$ cat src/rtl/load_store_unit.sv
// ---------------------------------------------------------------------------
// load_store_unit
//   MEM-stage initiator. Splits one 32-bit pipeline load/store into four
//   byte-wide req/ack beats on a byte-organised data-memory port. Load bytes
//   are assembled little-endian. The pipeline is stalled while the access runs.
//
//   Optional feature macro: LSU_TIMEOUT_EN
//     When defined, a per-beat ack-wait counter aborts the access after
//     TIMEOUT_CYCLES cycles without ack. It also sets a sticky err_o flag.
//     A timed-out load returns 32'hDEADBEEF.
//
// Ports
//   clk_i        clock, rising edge
//   rst_i        synchronous active-high reset
//   memRead_i    load request level (held while stall_o)
//   memWrite_i   store request level (held while stall_o); wins over load
//   addr_i       byte address of the word
//   wdata_i      store data
//   rdata_o      assembled load data (holds between loads)
//   stall_o      pipeline freeze (combinational)
//   done_o       one-cycle completion pulse
//   mem_req_o    byte request
//   mem_we_o     1 = write beat
//   mem_addr_o   byte address of current beat (wraps modulo 2^ADDR_W)
//   mem_wdata_o  write byte of current beat
//   mem_ack_i    memory accepts beat (read byte valid same cycle)
//   mem_rdata_i  read byte
//   err_o        sticky timeout flag (LSU_TIMEOUT_EN only)
// ---------------------------------------------------------------------------
module load_store_unit #(
  parameter int ADDR_W         = 5,
  parameter int TIMEOUT_CYCLES = 16
) (
  input  logic              clk_i,
  input  logic              rst_i,
  input  logic              memRead_i,
  input  logic              memWrite_i,
  input  logic [31:0]       addr_i,
  input  logic [31:0]       wdata_i,
  output logic [31:0]       rdata_o,
  output logic              stall_o,
  output logic              done_o,
  output logic              mem_req_o,
  output logic              mem_we_o,
  output logic [ADDR_W-1:0] mem_addr_o,
  output logic [7:0]        mem_wdata_o,
  input  logic              mem_ack_i,
  input  logic [7:0]        mem_rdata_i
`ifdef LSU_TIMEOUT_EN
  ,
  output logic              err_o
`endif
);

  localparam logic [1:0] IDLE   = 2'd0;
  localparam logic [1:0] ACCESS = 2'd1;
  localparam logic [1:0] DONE   = 2'd2;

  // Byte lane k of a word.
  function automatic logic [7:0] selectByte(input logic [31:0] word, input logic [1:0] idx);
    selectByte = word[{idx, 3'b000} +: 8];
  endfunction

  // Replace byte lane k of a word.
  function automatic logic [31:0] insertByte(input logic [31:0] word, input logic [1:0] idx,
                                             input logic [7:0] data);
    logic [31:0] tmp;
    tmp = word;
    tmp[{idx, 3'b000} +: 8] = data;
    insertByte = tmp;
  endfunction

  logic [1:0]        state_r;
  logic [1:0]        beat_r;
  logic              opWrite_r;
  logic [31:0]       wdata_r;
  logic [31:0]       shadow_r;
  logic [31:0]       rdata_r;
  logic              done_r;
  logic              memReq_r;
  logic              memWe_r;
  logic [ADDR_W-1:0] memAddr_r;
  logic [7:0]        memWdata_r;
  logic              ackTake_s;
  logic              timeoutHit_s;

`ifdef LSU_TIMEOUT_EN
  localparam int CNT_W = $clog2(TIMEOUT_CYCLES + 1);
  logic [CNT_W-1:0] toCnt_r;
  logic             err_r;

  // Timeout fires on the last permitted ack-less cycle of a beat.
  always_comb begin
    timeoutHit_s = (state_r == ACCESS) && memReq_r && !mem_ack_i &&
                   (toCnt_r == CNT_W'(TIMEOUT_CYCLES - 1));
  end

  // Per-beat wait counter and sticky error flag.
  always_ff @(posedge clk_i) begin
    if (rst_i) begin
      toCnt_r <= {CNT_W{1'b0}};
      err_r   <= 1'b0;
    end else if (state_r != ACCESS || ackTake_s) begin
      toCnt_r <= {CNT_W{1'b0}};
    end else if (timeoutHit_s) begin
      toCnt_r <= {CNT_W{1'b0}};
      err_r   <= 1'b1;
    end else begin
      toCnt_r <= toCnt_r + {{(CNT_W-1){1'b0}}, 1'b1};
    end
  end

  assign err_o = err_r;

  // Only the memory-port byte-address bits are used from addr_i.
  logic unusedBits_s;
  assign unusedBits_s = ^addr_i[31:ADDR_W];
`else
  // Without the watchdog an access simply waits for ack.
  always_comb begin
    timeoutHit_s = 1'b0;
  end

  logic unusedBits_s;
  assign unusedBits_s = ^{addr_i[31:ADDR_W], TIMEOUT_CYCLES[0]};
`endif

  // A beat completes only while a request is actually outstanding.
  always_comb begin
    ackTake_s = (state_r == ACCESS) && memReq_r && mem_ack_i;
  end

  // Stall while a request waits in IDLE or an access is in flight; released in DONE.
  always_comb begin
    stall_o = ((state_r == IDLE) && (memRead_i || memWrite_i)) || (state_r == ACCESS);
  end

  // Access sequencer: beat stepping, shadow-word assembly and output registers.
  always_ff @(posedge clk_i) begin
    if (rst_i) begin
      state_r    <= IDLE;
      beat_r     <= 2'd0;
      opWrite_r  <= 1'b0;
      wdata_r    <= 32'd0;
      shadow_r   <= 32'd0;
      rdata_r    <= 32'd0;
      done_r     <= 1'b0;
      memReq_r   <= 1'b0;
      memWe_r    <= 1'b0;
      memAddr_r  <= {ADDR_W{1'b0}};
      memWdata_r <= 8'd0;
    end else begin
      done_r <= 1'b0;
      case (state_r)
        IDLE: begin
          if (memWrite_i || memRead_i) begin
            opWrite_r  <= memWrite_i;
            wdata_r    <= wdata_i;
            beat_r     <= 2'd0;
            memReq_r   <= 1'b1;
            memWe_r    <= memWrite_i;
            memAddr_r  <= addr_i[ADDR_W-1:0];
            memWdata_r <= wdata_i[7:0];
            state_r    <= ACCESS;
          end else begin
            state_r <= IDLE;
          end
        end
        ACCESS: begin
          if (ackTake_s) begin
            if (!opWrite_r) begin
              shadow_r <= insertByte(shadow_r, beat_r, mem_rdata_i);
            end
            if (beat_r == 2'd3) begin
              memReq_r <= 1'b0;
              memWe_r  <= 1'b0;
              done_r   <= 1'b1;
              state_r  <= DONE;
            end else begin
              beat_r     <= beat_r + 2'd1;
              // Address wraps naturally at the port width.
              memAddr_r  <= memAddr_r + {{(ADDR_W-1){1'b0}}, 1'b1};
              memWdata_r <= selectByte(wdata_r, beat_r + 2'd1);
            end
          end else if (timeoutHit_s) begin
            if (!opWrite_r) begin
              shadow_r <= 32'hDEADBEEF;
            end
            memReq_r <= 1'b0;
            memWe_r  <= 1'b0;
            done_r   <= 1'b1;
            state_r  <= DONE;
          end else begin
            state_r <= ACCESS;
          end
        end
        DONE: begin
          // Requests seen here belong to the retiring instruction.
          if (!opWrite_r) begin
            rdata_r <= shadow_r;
          end
          state_r <= IDLE;
        end
        default: begin
          memReq_r <= 1'b0;
          memWe_r  <= 1'b0;
          state_r  <= IDLE;
        end
      endcase
    end
  end

  assign rdata_o     = rdata_r;
  assign done_o      = done_r;
  assign mem_req_o   = memReq_r;
  assign mem_we_o    = memWe_r;
  assign mem_addr_o  = memAddr_r;
  assign mem_wdata_o = memWdata_r;

endmodule

$ cat config.mk
export PLATFORM = sky130hd
export DESIGN_NAME = load_store_unit
export DESIGN_NICKNAME = d
export VERILOG_FILES = /design/src/rtl/load_store_unit.sv
export SDC_FILE = /design/constraint.sdc
export NUM_CORES = 1
export LEC_CHECK = 0
export BUFFER_PORTS_ARGS = -buffer_cell sky130_fd_sc_hd__buf_2
export CAP_MARGIN = 20
export CORE_MARGIN = 2
export CORE_UTILIZATION = 47
export DETAILED_ROUTE_END_ITERATION = 10
export PLACE_DENSITY = 0.83
export SYNTH_ARGS = -nofsm -noshare
export SYNTH_HDL_FRONTEND = slang
export SYNTH_SLANG_ARGS = --single-unit
$ cat constraint.sdc
create_clock -name clk_i -period 2 [get_ports clk_i]
set_clock_uncertainty 0.05 [all_clocks]
set_input_delay 0.3 -clock clk_i [delete_from_list [all_inputs] [get_ports clk_i]]
set_output_delay 0.3 -clock clk_i [all_outputs]
set_load 0.01 [all_outputs]
=== Yosys cells after proc, flatten, opt, wreduce, memory -nomap -nowiden ===
Cells that the tools add are included.

* Word-level logic and storage cells: 66
* Latch bits: 0
* Memory bits (read-only): 0
* Memories: 0
* Input bits: 77
* Bits in registers: 117
* Output and inout port bits: 49
* Memory bits (writable): 0

* Equal/unequal tests: 8
* Shifts and indexed selects: 3
* Div/mod/pow operators: 0
* Bitwise operators: 4
* Reduce and logical (&&, ||, !) cells: 13
* $lt $le $gt $ge: 0
* Multiplexer cells: 24
* Add/subtract/negate cells: 3
* $mul: 0

{| class="wikitable"
|+ Operators by type and width
! operator !! count
|-
| 32-bit bitwise mux || 1
|-
| 8-bit by 7-bit variable shift with 32-bit output, first input constant || 1
|-
| 32-bit by 6-bit indexed part select with 8-bit output || 1
|-
| 8-bit by 7-bit indexed part select with 32-bit output || 1
|-
| 8-bit 2-to-1 mux || 3
|-
| 8-bit one-hot mux with 2 select lines || 1
|-
| 5-bit 2-to-1 mux || 3
|-
| 2-bit 2-to-1 mux || 5
|-
| 5-bit one-hot mux with 2 select lines || 1
|-
| 2-bit one-hot mux with 2 select lines || 2
|-
| 4-bit AND reduction || 2
|-
| 5-bit negator with 7-bit output || 1
|-
| 1-bit 2-to-1 mux || 6
|-
| 1-bit one-hot mux with 3 select lines || 2
|-
| 5-bit by 1-bit adder with 5-bit output, second input constant || 1
|-
| 2-bit equality test, second input constant || 2
|-
| 2-bit by 1-bit inequality test with 1-bit output, second input constant || 2
|-
| 2-bit inequality test, second input constant || 2
|-
| 1-bit NOT || 4
|-
| 2-bit AND reduction || 2
|-
| 1-bit logical AND || 3
|-
| 3-bit by 2-bit inequality test with 1-bit output, second input constant || 1
|-
| 3-bit AND reduction || 1
|-
| 3-bit OR reduction || 1
|-
| 5 further kinds || 6
|}

=== Longest topological paths before layout ===
Gate-level depths: netlist of the first run.

* Depth after elaboration: 5
* Mapped depth: 7
* Gate-level depth less buffers: 5

=== Least setup slack after synthesis of the first run ===
OpenSTA, ideal clock, no wires.

* Kind: reg-to-reg
* From: register beat_r[0]
* To: register memWdata_r[3] (netlist: mem_wdata_o[3])
* Required time: 1817 ps
* Slack: 75 ps
* Data arrival time: 1742 ps
* Setup time: 133 ps
* Stages on the path, launching flop included: 7
* Buffers on the path: 1
* Clock period less this slack: 1925 ps
* Cell sequence: dfxtp_1 inv_1 ha_1 buf_6 mux4_2 nand2_1 a311oi_1

* Cells in the longest elaborated chain, start to end: 5
* Elaborated cells on any way between the ends: 8
* Classes of those cells: add/sub (1); eq/ne (2); shift (1); mux (3); reduce/logical (1)

{| class="wikitable"
|+ RTL lines
! item !! line !! RTL
|-
| start, declared || 74 || <nowiki>logic [1:0] beat_r;</nowiki>
|-
| start signal, assigned || 180 || <nowiki>beat_r <= beat_r + 2'd1;</nowiki>
|-
| 2-bit by 1-bit adder with 2-bit output || 183 || <nowiki>memWdata_r <= selectByte(wdata_r, beat_r + 2'd1);</nowiki>
|-
| 32-bit by 6-bit indexed part select with 8-bit output || 61 || <nowiki>selectByte = word[{idx, 3'b000} +: 8];</nowiki>
|-
| 8-bit 2-to-1 mux || 174 || <nowiki>if (beat_r == 2'd3) begin</nowiki>
|-
| 8-bit 2-to-1 mux || 170 || <nowiki>if (ackTake_s) begin</nowiki>
|-
| 8-bit one-hot mux with 2 select lines || 154 || <nowiki>case (state_r)</nowiki>
|-
| end signal, assigned || 163 || <nowiki>memWdata_r <= wdata_i[7:0];</nowiki>
|-
| end signal, assigned || 183 ||
|-
| end, declared || 83 || <nowiki>logic [7:0] memWdata_r;</nowiki>
|}

Parallel ways exist; a longest one is shown, timed or not. The select of a mux whose other input is x is not followed.
A chain may end at the register's enable or synchronous reset.

=== Worst setup path after layout of the first run ===
* From: register beat_r[0]
* To: register shadow_r[13]

* Cells in the longest elaborated chain, start to end: 3
* Elaborated cells on any way between the ends: 4
* Classes of those cells: add/sub (1); shift (2); mux (1)

{| class="wikitable"
|+ RTL lines
! item !! line !! RTL
|-
| 5-bit negator with 7-bit output (*) || 69 || <nowiki>tmp[{idx, 3'b000} +: 8] = data;</nowiki>
|-
| 8-bit by 7-bit indexed part select with 32-bit output or 8-bit by 7-bit variable shift with 32-bit output (tied branches) || 69 ||
|-
| 32-bit bitwise mux (*) || 69 ||
|-
| end signal, assigned || 172 || <nowiki>shadow_r <= insertByte(shadow_r, beat_r, mem_rdata_i);</nowiki>
|-
| end, declared || 77 || <nowiki>logic [31:0] shadow_r;</nowiki>
|}

Mark *: on every way between the ends. The rest lies on a longest branch, timed or not.

==> impl_results.rst, run 1 <==
.. list-table::
   :header-rows: 1

   * - Metric
     - Value
   * - Top cells by instance count after synthesis
     - 188 x sky130_fd_sc_hd__nand2_1, 117 x sky130_fd_sc_hd__dfxtp_1, 104 x sky130_fd_sc_hd__a21oi_1, 41 x sky130_fd_sc_hd__nand3_1, 19 x sky130_fd_sc_hd__clkbuf_1
   * - CP max stage cell
     - sky130_fd_sc_hd__nor4b_4
   * - Count leader, synth
     - sky130_fd_sc_hd__nand2_1
   * - Critical Path AT
     - ~2.3 ns
   * - Hold Startpoint
     - wdata_i[28]
   * - TritonCTS clock tree
     - done
   * - Final setup violation count
     - 0
   * - Insertion delay to the later sink of the worst-skew pair
     - roughly 0.5 ns
   * - Maximum buffer depth of the clock tree
     - 2
   * - Data required time of the critical path
     - approximately 2.4 ns
   * - Max Freq
     - 0.5177 GHz
   * - Total buffers and inverters traversed by the critical path
     - 2
   * - Post-synth top area cell
     - sky130_fd_sc_hd__dfxtp_1
   * - Drt first-iter violations
     - 265
   * - Reg2Reg Setup Slack
     - about 0.07 ns
   * - Global placer's final weighted congestion
     - between 0.8 and 0.9
   * - Combinational power share
     - 9.7%
   * - Path type of the worst setup path
     - flip-flop to flip-flop
   * - Share of cells above drive strength 1
     - around a quarter
   * - Number of flops mapped to enable cells by yosys
     - 0
   * - Power share of the clock group
     - 49.4%
   * - Die Ht
     - 104.3 um
   * - Layout Area Growth over Synthesis
     - 32.63%
   * - Net switching power
     - between 1000 and 1500 uW
   * - Internal power
     - between 4000 and 5000 uW
   * - Flip-flop and latch count after synthesis
     - around 120
   * - Async SR Flop Fraction
     - 0%
   * - Outcome
     - completed
   * - End point of the worst hold path
     - wdata_r[28]
   * - Buffer type at the clock tree root
     - sky130_fd_sc_hd__clkbuf_8
   * - Path length in cells of the critical path
     - 6
   * - Number of vias in the routed layout
     - 4,540
   * - Std cell rows
     - 36
   * - Gate count of the mapped netlist
     - 571
   * - Number of antenna violations at the first check in global routing
     - 0
   * - Power density over cell area
     - roughly 970 nW/um^2
   * - Global-route wire length before repair
     - roughly 20,000 um
   * - Number of buffers created by CTS
     - 17
   * - Logic depth of the worst register-to-register path
     - 6
   * - Core area
     - slightly below 10,000 sq um
   * - Post-detailed-route count of antenna-violating nets
     - 0
   * - Worst setup slack after layout
     - approximately 0.068 ns
   * - Worst-margin pin slew
     - about 0.54 ns
   * - Placed Instances
     - 776
   * - Final non-filler cell area
     - approximately 6300 sq um
   * - Cells along the critical path
     - inv_1, buf_4, ha_1, nor4b_4, nand3_1, a21oi_1
   * - Pin count of the biggest net entering global routing
     - 54
   * - Overall overflow remaining after global route
     - 0
   * - Yosys cell types
     - 38
   * - Clock input transition at the sequential cells of the worst setup and hold paths
     - about 0.060 ns
   * - HPWL Detailed
     - between 7000 and 8000 um
   * - Clock Sink Count
     - around 120
   * - Headroom to the max-slew limit
     - a little under two thirds
   * - Global-route usage over all layers
     - roughly 23%
   * - Area enclosed by the die boundary
     - roughly 11,000 sq um
   * - Die W
     - 104.3 um
   * - Max H-tree Level
     - 4
   * - Launching point of the worst reg2reg path
     - beat_r[0]
   * - Final routed DRC violation total
     - 0
   * - Critical Path Start Type
     - flip-flop
   * - Reg power frac
     - about two fifths
   * - End of the worst register-to-register path
     - shadow_r[13]
   * - Top_reg_cell synth
     - sky130_fd_sc_hd__dfxtp_1
   * - Yosys warnings
     - 0
   * - Number of violations of the max-capacitance limit
     - 0
   * - Final Non-Filler Cells
     - ~840
   * - Initial Utilization
     - around half
   * - Worst slack at placement
     - approximately 0.10 ns
   * - Slew Viols, Final
     - 0
   * - Switching part of the total
     - about a quarter
   * - Detailed Routing Iterations Pass 1
     - 4
   * - Minimum clock period
     - around 1.9 ns
   * - Portion of synthesized cell area occupied by the leading cell type
     - about half
   * - Crit-path max FO
     - 8
   * - Detail-routed via count per cell
     - 5.398
   * - # port buffers
     - 98
   * - Placed cell area
     - roughly 5300 sq um
   * - Hold Crit Class
     - input port to flip-flop
   * - Largest stage delay on the critical path
     - 0.51 ns
   * - Period Utilization, post-route
     - between 90 and 100%
   * - Largest cells by area after synthesis
     - sky130_fd_sc_hd__dfxtp_1 50%, sky130_fd_sc_hd__nand2_1 15%, sky130_fd_sc_hd__a21oi_1 11%
   * - Post-synthesis average cell area
     - 8.274 sq um
   * - Routed wirelength normalized by instance count
     - ~14 um
   * - Maximum resistive drop on vdd
     - slightly below 600 uV
   * - Cell area after synthesis
     - 4725 sq um
   * - Final hold violations
     - 0
   * - Worst Hold Path Cells
     - 3
   * - Net count of the mapped netlist
     - around 660
   * - Number of global-route vias before repair
     - 4,324
   * - Nets
     - around 780
   * - LEAKAGE
     - between 0.002 and 0.003 uW
   * - Cell class contributing the biggest share of worst-path delay
     - simple AND/OR/NAND/NOR gates
   * - Aggregate routed wire length
     - 12,190 um
   * - Seq/Total Area, Yosys
     - 49.58%
   * - Number of top-level design ports
     - 126
   * - Worst Setup End Kind
     - flip-flop
   * - Count of inserted antenna diode cells
     - 0
-- repair_timing --
action                                 CTS  global route
resized for setup                        0             6
setup endpoints to repair                0            47
hold buffers                            31             0
endpoints found under the hold margin   31             0
setup buffers                            0             2
-- tightest hold or removal path, stage by stage --
cell	delay, ns
sky130_fd_sc_hd__buf_2	0.10
sky130_fd_sc_hd__nand2_1	0.07
sky130_fd_sc_hd__a21oi_1	0.06
-- cells in the final DEF (no fill, tap or decap), types with 7 or more instances in the layout --
master	n
sky130_fd_sc_hd__buf_2	97
sky130_fd_sc_hd__dlygate4sd3_1	31
sky130_fd_sc_hd__buf_4	15
sky130_fd_sc_hd__clkbuf_16	16
sky130_fd_sc_hd__ha_1	7
sky130_fd_sc_hd__a21oi_1	103
sky130_fd_sc_hd__nor2_1	10
sky130_fd_sc_hd__nand3_1	41
sky130_fd_sc_hd__dfxtp_1	115
sky130_fd_sc_hd__a311oi_1	9
sky130_fd_sc_hd__nand2_1	188
-- power groups by stage --
stage          clock, uW  combinational [uW]  sequential, uW
5_1_grt             3170                 651            2490
2_1_floorplan          0                 327            2520
4_1_cts             3040                 576            2480
6_report            3000                 592            2480
3_3_place_gp           0                 510            2520
3_5_place_dp           0                 526            2530
-- worst max-delay path by stage --
stage / from / slack (ns) / end
after floorplan: beat_r[0] / 0.08 / mem_wdata_o[3]
after global placement: beat_r[1] / 0.16 / mem_wdata_o[0]
after detailed placement: opWrite_r / 0.10 / rdata_o[0]
after CTS: state_r[1] / 0.04 / stall_o
after global routing: beat_r[0] / -0.002 / shadow_r[10]
final: beat_r[0] / 0.07 / shadow_r[13]
-- per-stage QoR --
stage	TNS [ns]	power, uW	util, %	hold WS [ns]
5_1_grt	-0.001570	6309	64.11	0.01067
3_5_place_dp	0	3051	54.53	0.3933
6_report	0	6077	64.11	0.02115
3_3_place_gp	0	3030	54.53	0.3889
2_1_floorplan	0	2851	-	0.3815
4_1_cts	0	6091	63.80	0.004921
-- state kept, by name, summed over array words and instances, names as in the netlist --
register / count
mem_addr_o: 5
mem_wdata_o: 8
shadow_r: 32
mem_req_o: 1
done_o: 1
state_r: 2
wdata_r: 32
beat_r: 2
opWrite_r: 1
rdata_o: 32
mem_we_o: 1
-- routing by layer --
layer | global-route usage, % | up-vias | part of all wire [%]
met3 | 6.078 | 23 | 7.5
met2 | 39.82 | 204 | 51
met4 | 8.398 | 0 | 1.8
met5 | 0 | - | 0
li1 | - | 2196 | -
met1 | 26.61 | 2117 | 39
-- logic make-up (layout without fill, tap and decap cells) --
group / Yosys count / count (layout) / share of synthesized area (%)
AO/OA/AOI/OAI: 128 / 128 / 14.94
AND/OR/NAND/NOR: 263 / 263 / 24.50
buffers and inverters: 47 / 184 / 4.952
adder cells (fa/ha/maj): 7 / 7 / 1.854
flip-flops: 117 / 117 / 49.58
multiplexers: 9 / 9 / 4.184
-- area by class of cell --
class / count / area (sq um)
clock inverter: 14 / 177.7
timing repair buffer: 146 / 968.4
fill: 790 / 3508
sequential: 117 / 2345
tap: 133 / 166.4
inverter: 6 / 22.52
multi-input combinational: 407 / 2168
clock buffer: 18 / 417.9
Note: power is estimated with default switching activity, not from simulation.
==> inputs of run 2 (changes only) <==
==> constraint.sdc (replaced) <==
create_clock -name clk_i -period 1.7 [get_ports clk_i]
set_clock_uncertainty 0.05 [all_clocks]
set_input_delay 0.255 -clock clk_i [delete_from_list [all_inputs] [get_ports clk_i]]
set_output_delay 0.255 -clock clk_i [all_outputs]
set_load 0.01 [all_outputs]
==> run 2 against run 1 <==
The run now ends with negative setup slack left. Count of clock-buffer cells in the layout fell by 1. Combinational power rose by 55%. Flip-flop and latch count did not move. First-iteration DRC count rose by 16%. Via count rose by 7.2%. Clock power rose by 22%. Total power rose by 24%. Critical path depth rose by 2. Worst hold slack improved by 0.037 ns. Utilization rose by 6.9 points. Sequential share of layout area fell by 3.6 points. Critical path type unchanged.
==> impl_results.rst, run 2 (synthesis gave the netlist of run 1 again) <==
.. list-table::
   :header-rows: 1

   * - Metric
     - Value
   * - Number of buffers created by CTS
     - 17
   * - Worst Setup End Kind
     - flip-flop
   * - Total buffers and inverters traversed by the critical path
     - 3
   * - Routed wirelength normalized by instance count
     - 17.35 um
   * - Sum of negative setup slack
     - -0.3627 ns
   * - Cells along the critical path
     - buf_6, ha_4, nand4b_1, a21oi_2, buf_4, buf_6, o21ai_2, a32o_1
   * - Final routed DRC violation total
     - 0
   * - Hold Crit Class
     - input port to flip-flop
   * - Total power draw
     - between 7000 and 8000 uW
   * - CP max stage cell
     - sky130_fd_sc_hd__dfxtp_2
   * - Insertion delay to the later sink of the worst-skew pair
     - approximately 0.52 ns
   * - Crit-path max FO
     - 6
   * - Critical Path AT
     - approximately 2.1 ns
   * - Aggregate routed wire length
     - approximately 15,000 um
   * - Largest stage delay on the critical path
     - 0.33 ns
   * - RSZ-0062 raised after global routing
     - yes
   * - Maximum resistive drop on vdd
     - roughly 770 uV
   * - Number of top-level design ports
     - between 100 and 150
   * - Die Ht
     - around 100 um
   * - # port buffers
     - between 90 and 100
   * - Number of vias in the routed layout
     - 4,868
   * - Overall overflow remaining after global route
     - 0
   * - Final hold violations
     - 0
   * - Most frequent standard cell in the layout excluding fill and tap cells
     - sky130_fd_sc_hd__nand2_1
   * - Path type of the worst setup path
     - flip-flop to flip-flop
   * - Clock Sink Count
     - 117
   * - Global-route wire length before repair
     - around 22,000 um
   * - Data required time of the critical path
     - 2.07 ns
   * - Clock input transition at the sequential cells of the worst setup and hold paths
     - about 0.060 ns
   * - Violated checks
     - negative setup slack
   * - Headroom to the max-slew limit
     - just over 70%
   * - Final setup violation count
     - 13
   * - Worst Hold Path Cells
     - 3
   * - Die W
     - between 100 and 150 um
   * - Commonest cells after routing, fill and taps aside
     - 185 x sky130_fd_sc_hd__nand2_1, 114 x sky130_fd_sc_hd__dfxtp_1, 97 x sky130_fd_sc_hd__buf_2
   * - Number of violations of the max-capacitance limit
     - 0
   * - Slew Viols, Final
     - 0
   * - Power density over cell area
     - between 1000 and 1500 nW/um^2
   * - Reg2Reg Setup Slack
     - -0.07 ns
   * - Buffer type at the clock tree root
     - sky130_fd_sc_hd__clkbuf_8
   * - Pin count of the biggest net entering global routing
     - 59
   * - Period Utilization, post-route
     - 104.0%
   * - HPWL Detailed
     - 7933 um
   * - Utilization after layout
     - a little under three quarters
   * - Layout Area Growth over Synthesis
     - 46.93%
   * - Placed cell area
     - 5461 sq um
   * - Worst slack at placement
     - -0.03976 ns
   * - Initial Utilization
     - approximately 48%
   * - Drt first-iter violations
     - 308
   * - Logic depth of the worst register-to-register path
     - 8
   * - Nets
     - 818
   * - Worst setup slack after layout
     - -0.06818 ns
   * - Number of global-route vias before repair
     - approximately 4,700
   * - Core area
     - roughly 10000 sq um
   * - Crit-path most repeated cell
     - sky130_fd_sc_hd__buf_6
   * - Post-detailed-route count of antenna-violating nets
     - 0
   * - Critical Path Start Type
     - flip-flop
   * - Share of cells above drive strength 1
     - 33.07%
   * - Detailed Routing Iterations Pass 1
     - 7
   * - LEAKAGE
     - roughly 0.0027 uW
   * - TritonCTS clock tree
     - done
   * - Max H-tree Level
     - 4
   * - Cell class contributing the biggest share of worst-path delay
     - compound AO/OA/AOI/OAI gates
   * - Global placer's final weighted congestion
     - between 0.8 and 0.9
   * - Minimum clock period
     - around 1.8 ns
   * - Number of antenna violations at the first check in global routing
     - 1
   * - Path length in cells of the critical path
     - 8
   * - Global-route usage over all layers
     - between 20% and 30%
   * - Worst-margin pin slew
     - 0.4192 ns
   * - Max Freq
     - ~0.57 GHz
   * - Area enclosed by the die boundary
     - 10,870 sq um
   * - Std cell rows
     - 36
   * - Maximum buffer depth of the clock tree
     - 2
   * - Final non-filler cell area
     - slightly below 7000 sq um
   * - Outcome
     - complete, but fails checks
   * - Detail-routed via count per cell
     - approximately 5.5
run 2: routing by layer:
layer	vias up	GRT usage, %	part of all wire [%]	routed length [um]
met1	2288	28.68	37	5678
li1	2267	-	-	-
met3	58	6.892	7.2	1097
met4	0	11.78	3.5	529
met2	255	43.04	52	7982
met5	-	0	0	0
run 2: worst paths after layout:
| path | from | endpoint |
|---|---|---|
| setup / recovery | beat_r[1] | mem_addr_o[2] |
| hold / removal | memWrite_i | opWrite_r |
| setup reg to reg | beat_r[1] | mem_addr_o[2] |
| hold reg to reg | rdata_o[8] | rdata_o[8] |
run 2: per-stage QoR:
stage | instances | hold WS [ns]
global route | 881 | 0.04294
detailed placement | 788 | 0.3945
CTS | 869 | 0.005987
finish | 881 | 0.05823
floorplan | 571 | 0.3410
global placement | 788 | 0.3891
run 2: tightest hold or removal path: cells and delay by family:
family	cells	cell delay, ns
AOI/OAI and AO/OA	1	0.07
buffers and inverters	1	0.15
and+or+nand+nor	1	0.11
run 2: timing repair:
item | CTS | global route
cloned | 0 | 1
pin swaps | 8 | 45
gates resized for setup | 23 | 57
setup buffers | 7 | 11
hold endpoints to repair | 61 | 0
hold buffers | 42 | 0
endpoints found under the setup margin | 19 | 46
run 2: power breakdown:
| part | switching (uW) | internal, uW |
|---|---|---|
| clock network | 1410 | 2270 |
| logic | 479 | 437 |
| registers | 77.7 | 2850 |
run 2: final cells by class:
cell class	count	area (sq um)
clock buffers	17	414.1
repair buffers	185	1388
fillers	636	2833
well taps	133	166.4
inverters	6	25.02
clock inverters	15	191.4
multi-input cells	407	2404
diodes	1	2.502
flip-flops and latches	117	2351
